[config.mk]
export PLATFORM = sky130hd
export DESIGN_NAME = ccg_stim_response_harness
export DESIGN_NICKNAME = d
export VERILOG_FILES = /design/src/rtl/ccg_stim_response_harness.sv
export SDC_FILE = /design/constraint.sdc
export NUM_CORES = 1
export LEC_CHECK = 0
export BUFFER_PORTS_ARGS = -buffer_cell sky130_fd_sc_hd__clkbuf_2
export CAP_MARGIN = 15
export CORE_AREA = 2 2 100 102
export DETAILED_ROUTE_END_ITERATION = 7
export DIE_AREA = 0 0 102 104
export PLACE_DENSITY_LB_ADDON = 0.25
export SLEW_MARGIN = 25
export SYNTH_ARGS = -nofsm -noshare
export SYNTH_HDL_FRONTEND = slang
export SYNTH_SLANG_ARGS = --single-unit
[constraint.sdc]
create_clock -name clk -period 3.1 [get_ports clk]
set_clock_uncertainty 0.2 [all_clocks]
set_input_delay 0.31 -clock clk [delete_from_list [all_inputs] [get_ports clk]]
set_output_delay 0.31 -clock clk [all_outputs]
set_load 0.05 [all_outputs]
[src/rtl/ccg_stim_response_harness.sv]
// Stimulus/response harness for one flattened combinational benchmark.
// Drives LFSR vectors on x, holds each for SETTLE cycles, then folds the
// benchmark response f into a MISR signature and checks it against exp_sig.
//
// state   | meaning
// --------+---------------------------------------------------------------
// IDLE    | waiting for start; outputs hold the previous run's results
// DRIVE   | x is applied and held while the settle counter runs down
// CAPTURE | f is compacted into the MISR, next vector or finish chosen
// FINISH  | one-cycle done pulse, pass reflects the final signature
module ccg_stim_response_harness #(
  parameter int NUM_IN  = 21,
  parameter int NUM_OUT = 14,
  parameter int SIG_W   = 16,
  parameter int SETTLE  = 2,
  parameter int CNT_W   = 16
) (
  input  logic               clk,
  input  logic               rst,
  input  logic               start,
  input  logic [CNT_W-1:0]   num_vectors,
  input  logic [NUM_IN-1:0]  seed,
  input  logic [SIG_W-1:0]   exp_sig,
  output logic [NUM_IN-1:0]  x,
  input  logic [NUM_OUT-1:0] f,
  output logic               busy,
  output logic               done,
  output logic               pass,
  output logic [SIG_W-1:0]   signature,
  output logic [CNT_W-1:0]   vec_count
);

  localparam logic [1:0] S_IDLE    = 2'd0;
  localparam logic [1:0] S_DRIVE   = 2'd1;
  localparam logic [1:0] S_CAPTURE = 2'd2;
  localparam logic [1:0] S_FINISH  = 2'd3;

  localparam int SET_W = (SETTLE > 1) ? $clog2(SETTLE) : 1;
  localparam logic [SET_W-1:0] SETTLE_RELOAD = SET_W'(SETTLE - 1);
  localparam logic [SIG_W-1:0] MISR_POLY     = SIG_W'(16'h1021);

  logic [1:0]        state;
  logic [SET_W-1:0]  settle_cnt;
  logic [CNT_W-1:0]  num_q;
  logic [SIG_W-1:0]  exp_q;

  logic [SIG_W-1:0]  f_ext;
  logic [SIG_W-1:0]  sig_next;
  logic [CNT_W-1:0]  vec_next;
  logic [NUM_IN-1:0] x_next;
  logic [NUM_IN-1:0] seed_init;

  // Next-value datapath: MISR step, capture count, LFSR step, seed fix-up.
  always_comb begin
    f_ext = '0;
    f_ext[NUM_OUT-1:0] = f;
    sig_next = {signature[SIG_W-2:0], 1'b0}
               ^ (signature[SIG_W-1] ? MISR_POLY : '0)
               ^ f_ext;
    vec_next = vec_count + 1'b1;
    x_next = {x[NUM_IN-2:0], x[NUM_IN-1] ^ x[NUM_IN-3]};
    // An all-zero seed would lock the LFSR, so substitute 1.
    seed_init = (seed == '0) ? NUM_IN'(1) : seed;
  end

  assign busy = (state == S_DRIVE) || (state == S_CAPTURE);
  assign done = (state == S_FINISH);

  // Run sequencer: owns all state, stimulus and result registers.
  always_ff @(posedge clk) begin
    if (rst) begin
      state      <= S_IDLE;
      settle_cnt <= '0;
      num_q      <= '0;
      exp_q      <= '0;
      x          <= '0;
      signature  <= '0;
      vec_count  <= '0;
      pass       <= 1'b0;
    end else begin
      case (state)
        S_IDLE: begin
          if (start) begin
            num_q      <= num_vectors;
            exp_q      <= exp_sig;
            x          <= seed_init;
            signature  <= '0;
            vec_count  <= '0;
            settle_cnt <= SETTLE_RELOAD;
            if (num_vectors == '0) begin
              // Empty run: the signature stays 0, so pass is known now.
              pass  <= (exp_sig == '0);
              state <= S_FINISH;
            end else begin
              pass  <= 1'b0;
              state <= S_DRIVE;
            end
          end
        end
        S_DRIVE: begin
          if (settle_cnt == '0) begin
            state <= S_CAPTURE;
          end else begin
            settle_cnt <= settle_cnt - 1'b1;
          end
        end
        S_CAPTURE: begin
          signature <= sig_next;
          vec_count <= vec_next;
          if (vec_next == num_q) begin
            // Compare against the final signature so pass is valid with done.
            pass  <= (sig_next == exp_q);
            state <= S_FINISH;
          end else begin
            x          <= x_next;
            settle_cnt <= SETTLE_RELOAD;
            state      <= S_DRIVE;
          end
        end
        S_FINISH: begin
          pass  <= (signature == exp_q);
          state <= S_IDLE;
        end
        default: state <= S_IDLE;
      endcase
    end
  end

endmodule
=== Yosys cells after proc, flatten, opt, wreduce, memory -nomap -nowiden ===
Cells that the tools add are included.

* Reductions and logical operators: 14
* Mux-type cells: 21
* Equality and inequality tests: 10
* Add/sub/neg operators: 2
* Bitwise gates (word level): 3

{| class="wikitable"
|+ Operator list
! kind !! number
|-
| case mux 16 bit (2 select lines) || 2
|-
| two-way mux 21 bit || 3
|-
| == test 16 bit || 3
|-
| case mux 21 bit (2 select lines) || 1
|-
| zero test 16 bit || 2
|-
| zero test 21 bit || 1
|-
| adder 16 x 1 -> 16 bit, second input constant || 1
|-
| two-way mux 16 bit || 1
|-
| XOR 16 x 13 -> 16 bit || 1
|-
| XOR 16 x 14 -> 16 bit || 1
|-
| two-way mux 13 bit || 1
|-
| AND reduction 3 bit || 3
|-
| two-way mux 2 bit || 4
|-
| case mux 2 bit (4 select lines) || 1
|-
| two-way mux 1 bit || 6
|-
| inequality test 2 bit, second input constant || 3
|-
| case mux 1 bit (3 select lines) || 2
|-
| AND reduction 2 bit || 3
|-
| nonzero test 3 bit || 2
|-
| == test 2 bit, second input constant || 2
|-
| == test 2 x 1 -> 1 bit, second input constant || 1
|-
| zero test 2 bit || 1
|-
| inequality test 2 x 1 -> 1 bit, second input constant || 1
|-
| nonzero test 2 bit || 1
|-
| other kinds (3) || 3
|}

* Register bits after elaboration: 89
* Output and inout port bits: 56
* Logic and storage cells: 58
* Input port bits: 70

=== Logic depth before layout (Yosys ltp) ===
* Word-level depth: 6
* Depth in mapped cells: 10

=== Worst setup path after synthesis ===
Ideal clock, no wire load.

* Path type: register -> register
* Start: register vec_count[0]
* End: register settle_cnt
* Path buffers: 0
* Cell stages (with the launch flop): 9
* Path slack: -49 ps
* Setup time: 123 ps
* Clock period less this slack: 3,149 ps
* Data arrival time: 2,825 ps
* Cells stage by stage: dfxtp_1 ha_1 nand3_2 or4_1 and3_1 o2111ai_2 nor4_4 nor3b_1 mux2_1

* Longest elaborated chain between the ends: 4

{| class="wikitable"
|+ RTL lines
! what !! line !! source
|-
| from (decl) || 30 || <nowiki>output logic [CNT_W-1:0] vec_count</nowiki>
|-
| from (signal assigned) || 109 || <nowiki>vec_count <= vec_next;</nowiki>
|-
| adder 16 x 1 -> 16 bit || 60 || <nowiki>vec_next = vec_count + 1'b1;</nowiki>
|-
| == test 16 bit || 110 || <nowiki>if (vec_next == num_q) begin</nowiki>
|-
| inequality test 2 bit (no source line) || -- ||
|-
| AND reduction 3 bit (no source line) || -- ||
|-
| to (signal assigned) || 104 || <nowiki>settle_cnt <= settle_cnt - 1'b1;</nowiki>
|-
| to (decl) || 43 || <nowiki>logic [SET_W-1:0] settle_cnt;</nowiki>
|}

Every way passes these cells.
A chain may end at the register's enable or synchronous reset.

=== Final worst setup path ===
* Start: register vec_count[0]
* End: register x[3]

* Longest elaborated chain between the ends: 4

{| class="wikitable"
|+ RTL lines
! what !! line !! source
|-
| adder 16 x 1 -> 16 bit || 60 ||
|-
| == test 16 bit || 110 ||
|-
| inequality test 2 bit (no source line) || -- ||
|-
| AND reduction 3 bit (no source line) || -- ||
|-
| to (signal assigned) || 86 || <nowiki>x <= seed_init;</nowiki>
|-
| to (signal assigned) || 115 || <nowiki>x <= x_next;</nowiki>
|-
| to (decl) || 24 || <nowiki>output logic [NUM_IN-1:0] x,</nowiki>
|}

Every way passes these cells.

==> results_dict.tcl <==
set metrics [dict create \
    status "finished clean" \
    cp_top_family "simple AND/OR/NAND/NOR gates" \
    yosysMostFrequentCell "dfxtp_1" \
    vias_per_cell 5.67 \
    stdcell_count 874 \
    gp_congestion 0.928 \
    yosys.area.top_type "dfxtp_1" \
    clk_latency_ps 370 \
    setup_viol 0 \
    synth_edf_count 0 \
    io_buffers 125 \
    r2r_start "vec_count[0]$_SDFFE_PP0P_" \
    fmax_mhz 341 \
    postPlaceCellArea_um2 5740 \
    drive_gt1_share_pct 27.4 \
    cts_tree "built" \
    initial_core_util_pct 52.3 \
    regArea_um2 1790 \
    totalWireLength_um 13700 \
    route.detailed.drc 0 \
    min_to "signature[13]$_SDFFE_PP0P_" \
    drt_iter0_drc 234 \
    cts-root-buf "clkbuf_8" \
    diodes 0 \
    area_growth_pct 26.5 \
    relSlewSlack_pct 50.6 \
    post-route-util_pct 66.2 \
    multi_input_area_um2 2980 \
    synth_flop_cell "dfxtp_1" \
    synth_nets 669 \
    die_w_um 102 \
    avgSynthCellArea_um2 8.42 \
    synth_area_um2 4990 \
    hold_violations 0 \
    end_kind "flip-flop" \
    power.leakage_nw 2.69 \
    holdCritPathClass "in2reg" \
    min_period_over_period_pct 94.5 \
    min-delay-start "f[13]" \
    num_io_pins 126 \
    dp_cells 825 \
    synth_commonest_cells "89 x dfxtp_1, 86 x nand2_1, 51 x a21oi_1" \
    startpoint_type "flip-flop" \
    worstPathRequired_ps 3170 \
    syn_inst 593 \
    antenna_found_initial 0 \
    fin_crit_ps 2930 \
    dp_slack_ps -69.8 \
    clock_sinks 89 \
    rows 36 \
    cpPeakStageDelay_ps 550 \
    grt_pass1_wl_um 21800 \
    critical_path.max_fanout 12 \
    dp_hpwl_um 9270 \
    num_vias 4957 \
    timing.rr.end "x[3]$_SDFFE_PP0P_" \
    grt-ovfl-total 0 \
    synth_area_leaders "dfxtp_1 36%, nand2_1 6.5%, xor2_1 5.3%" \
    synthArstFlopShare_pct 0 \
    r2r_slack_ps 170 \
    cp_data_arrival_time_ps 3000 \
    clk_path_buf_depth 2 \
    dieHeight_um 104 \
    nFillCells 818 \
    tightestPinTransition_ps 741 \
    first_pass_iters 5 \
    path_common_cell "buf_4" \
    synth_top_area_share_pct 35.7 \
    reg2regPathDepth 10 \
    nNetsFinal 812 \
    h-tree-depth 3 \
    power_mw 3.02 \
    clk_pin_slew_ps 90 \
    setup_ws_ps 169 \
    worst-path-buf-inv 2 \
    cp-startpoint "vec_count[0]$_SDFFE_PP0P_" \
    grt_pass1_vias 4623 \
    coreArea_um2 9550 \
    drv_slew 0 \
    yosysSeqAreaShare_pct 35.7 \
    drtAntennaViolNets 0 \
    grt_max_degree 69 \
    synth_seq_cells 89 \
    wl_per_cell_um 15.7 \
    finalInstanceArea_um2 6320 \
    path_cells "ha_4, nand3_2, or4_1, and3_1, o2111ai_2, nor4_4, buf_4, buf_4, o31ai_1, o21ba_1" \
    critical_path_class "reg2reg" \
    drv_cap 0 \
    yosysWarnings 0 \
    cts_buffers 9 \
    cpMaxStageDelayCell "or4_1" \
    power_density_nw_per_um2 477 \
    ys_types 57 \
    vdd_drop_max_mv 0.259 \
    rsz0062_at_grt "no" \
    holdPathStages 4 \
    die_area_um2 10600 \
    track_usage_pct 25.4 \
]
layout make-up:
type	count	area share [%]
Multi-Input combinational cell	447	47.2
Clock buffer	12	2.61
Tap cell	133	2.63
Inverter	8	0.475
Timing Repair Buffer	181	18.0
Clock inverter	4	0.772
Sequential cell	89	28.3
layout by cell type, fill, tap and decap left out, types with 19 or more instances in the layout:
master | synthesis | routed
o31ai_1 | 21 | 21
dfxtp_1 | 89 | 86
xor2_1 | 30 | 30
mux2_2 | 20 | 20
clkbuf_2 | 0 | 125
nor2_1 | 37 | 37
nand2_1 | 86 | 86
o21ba_1 | 20 | 20
xnor2_1 | 19 | 19
buf_4 | 4 | 23
dlygate4sd3_1 | 0 | 32
a21oi_1 | 51 | 51
routing by layer:
layer | wire length [µm] | up-vias | track usage, %
met5 | 0 | - | 0
met4 | 246 | 0 | 9.62
met3 | 773 | 23 | 3.56
met2 | 6780 | 190 | 43.4
met1 | 5890 | 2339 | 32.0
li1 | - | 2405 | -
registers in the layout, summed over array words and instances (netlist names):
| name | count |
|---|---|
| x | 21 |
| exp_q | 16 |
| num_q | 16 |
| signature | 16 |
| vec_count | 16 |
| state | 2 |
| pass | 1 |
| settle_cnt | 1 |
where the power goes:
part | switching (mW) | leakage, nW | internal (mW)
logic | 0.532 | 1.84 | 0.311
registers | 0.0760 | 0.729 | 1.23
clock network | 0.423 | 0.113 | 0.439
total | 1.03 | 2.69 | 1.98
what timing repair did:
| item | CTS | global route |
|---|---|---|
| setup endpoints to repair | 21 | 21 |
| hold buffers | 32 | 0 |
| setup buffers | 0 | 1 |
| pin swaps | 0 | 1 |
| gates resized for setup | 1 | 5 |
| endpoints found under the hold margin | 32 | 0 |
cells by family (layout without fill, tap and decap cells):
family	after synthesis	after routing	share of synthesized area [%]
AND/OR/NAND/NOR	208	208	20.8
XOR/XNOR	49	49	8.59
adder cells (fa/ha/maj)	6	6	1.50
buffers and inverters	57	205	5.21
AO/OA/AOI/OAI	147	147	20.2
multiplexers	37	37	7.94
flip-flops	89	89	35.7
per-stage QoR:
step	hold slack, ps	TNS, ps
after global routing	133	0
final	142	0
after detailed placement	258	-70.5
after CTS	128	0
after global placement	254	0
after floorplan	246	0
worst reg2reg max path, cell delays in order, from the launching register on:
cell and delay [ps]:
dfxtp_2 460, ha_4 220, nand3_2 110, or4_1 550, and3_1 180, o2111ai_2 270, nor4_4 70, buf_4 200
buf_4 190, o31ai_1 240, o21ba_1 170
worst max-delay path by stage:
| stage | end | slack, ps | cells after the start |
|---|---|---|---|
| 2_1_floorplan | x[18]$_SDFFE_PP0P_ | 140 | 9 |
| 6_report | x[3]$_SDFFE_PP0P_ | 170 | 10 |
| 3_5_place_dp | x[0]$_SDFFE_PP0P_ | -70 | 8 |
| 3_3_place_gp | x[0]$_SDFFE_PP0P_ | 80 | 8 |
| 5_1_grt | x[19]$_SDFFE_PP0P_ | 10 | 9 |
| 4_1_cts | x[4]$_SDFFE_PP0P_ | 10 | 9 |
Power figures use the tool's default switching activity.
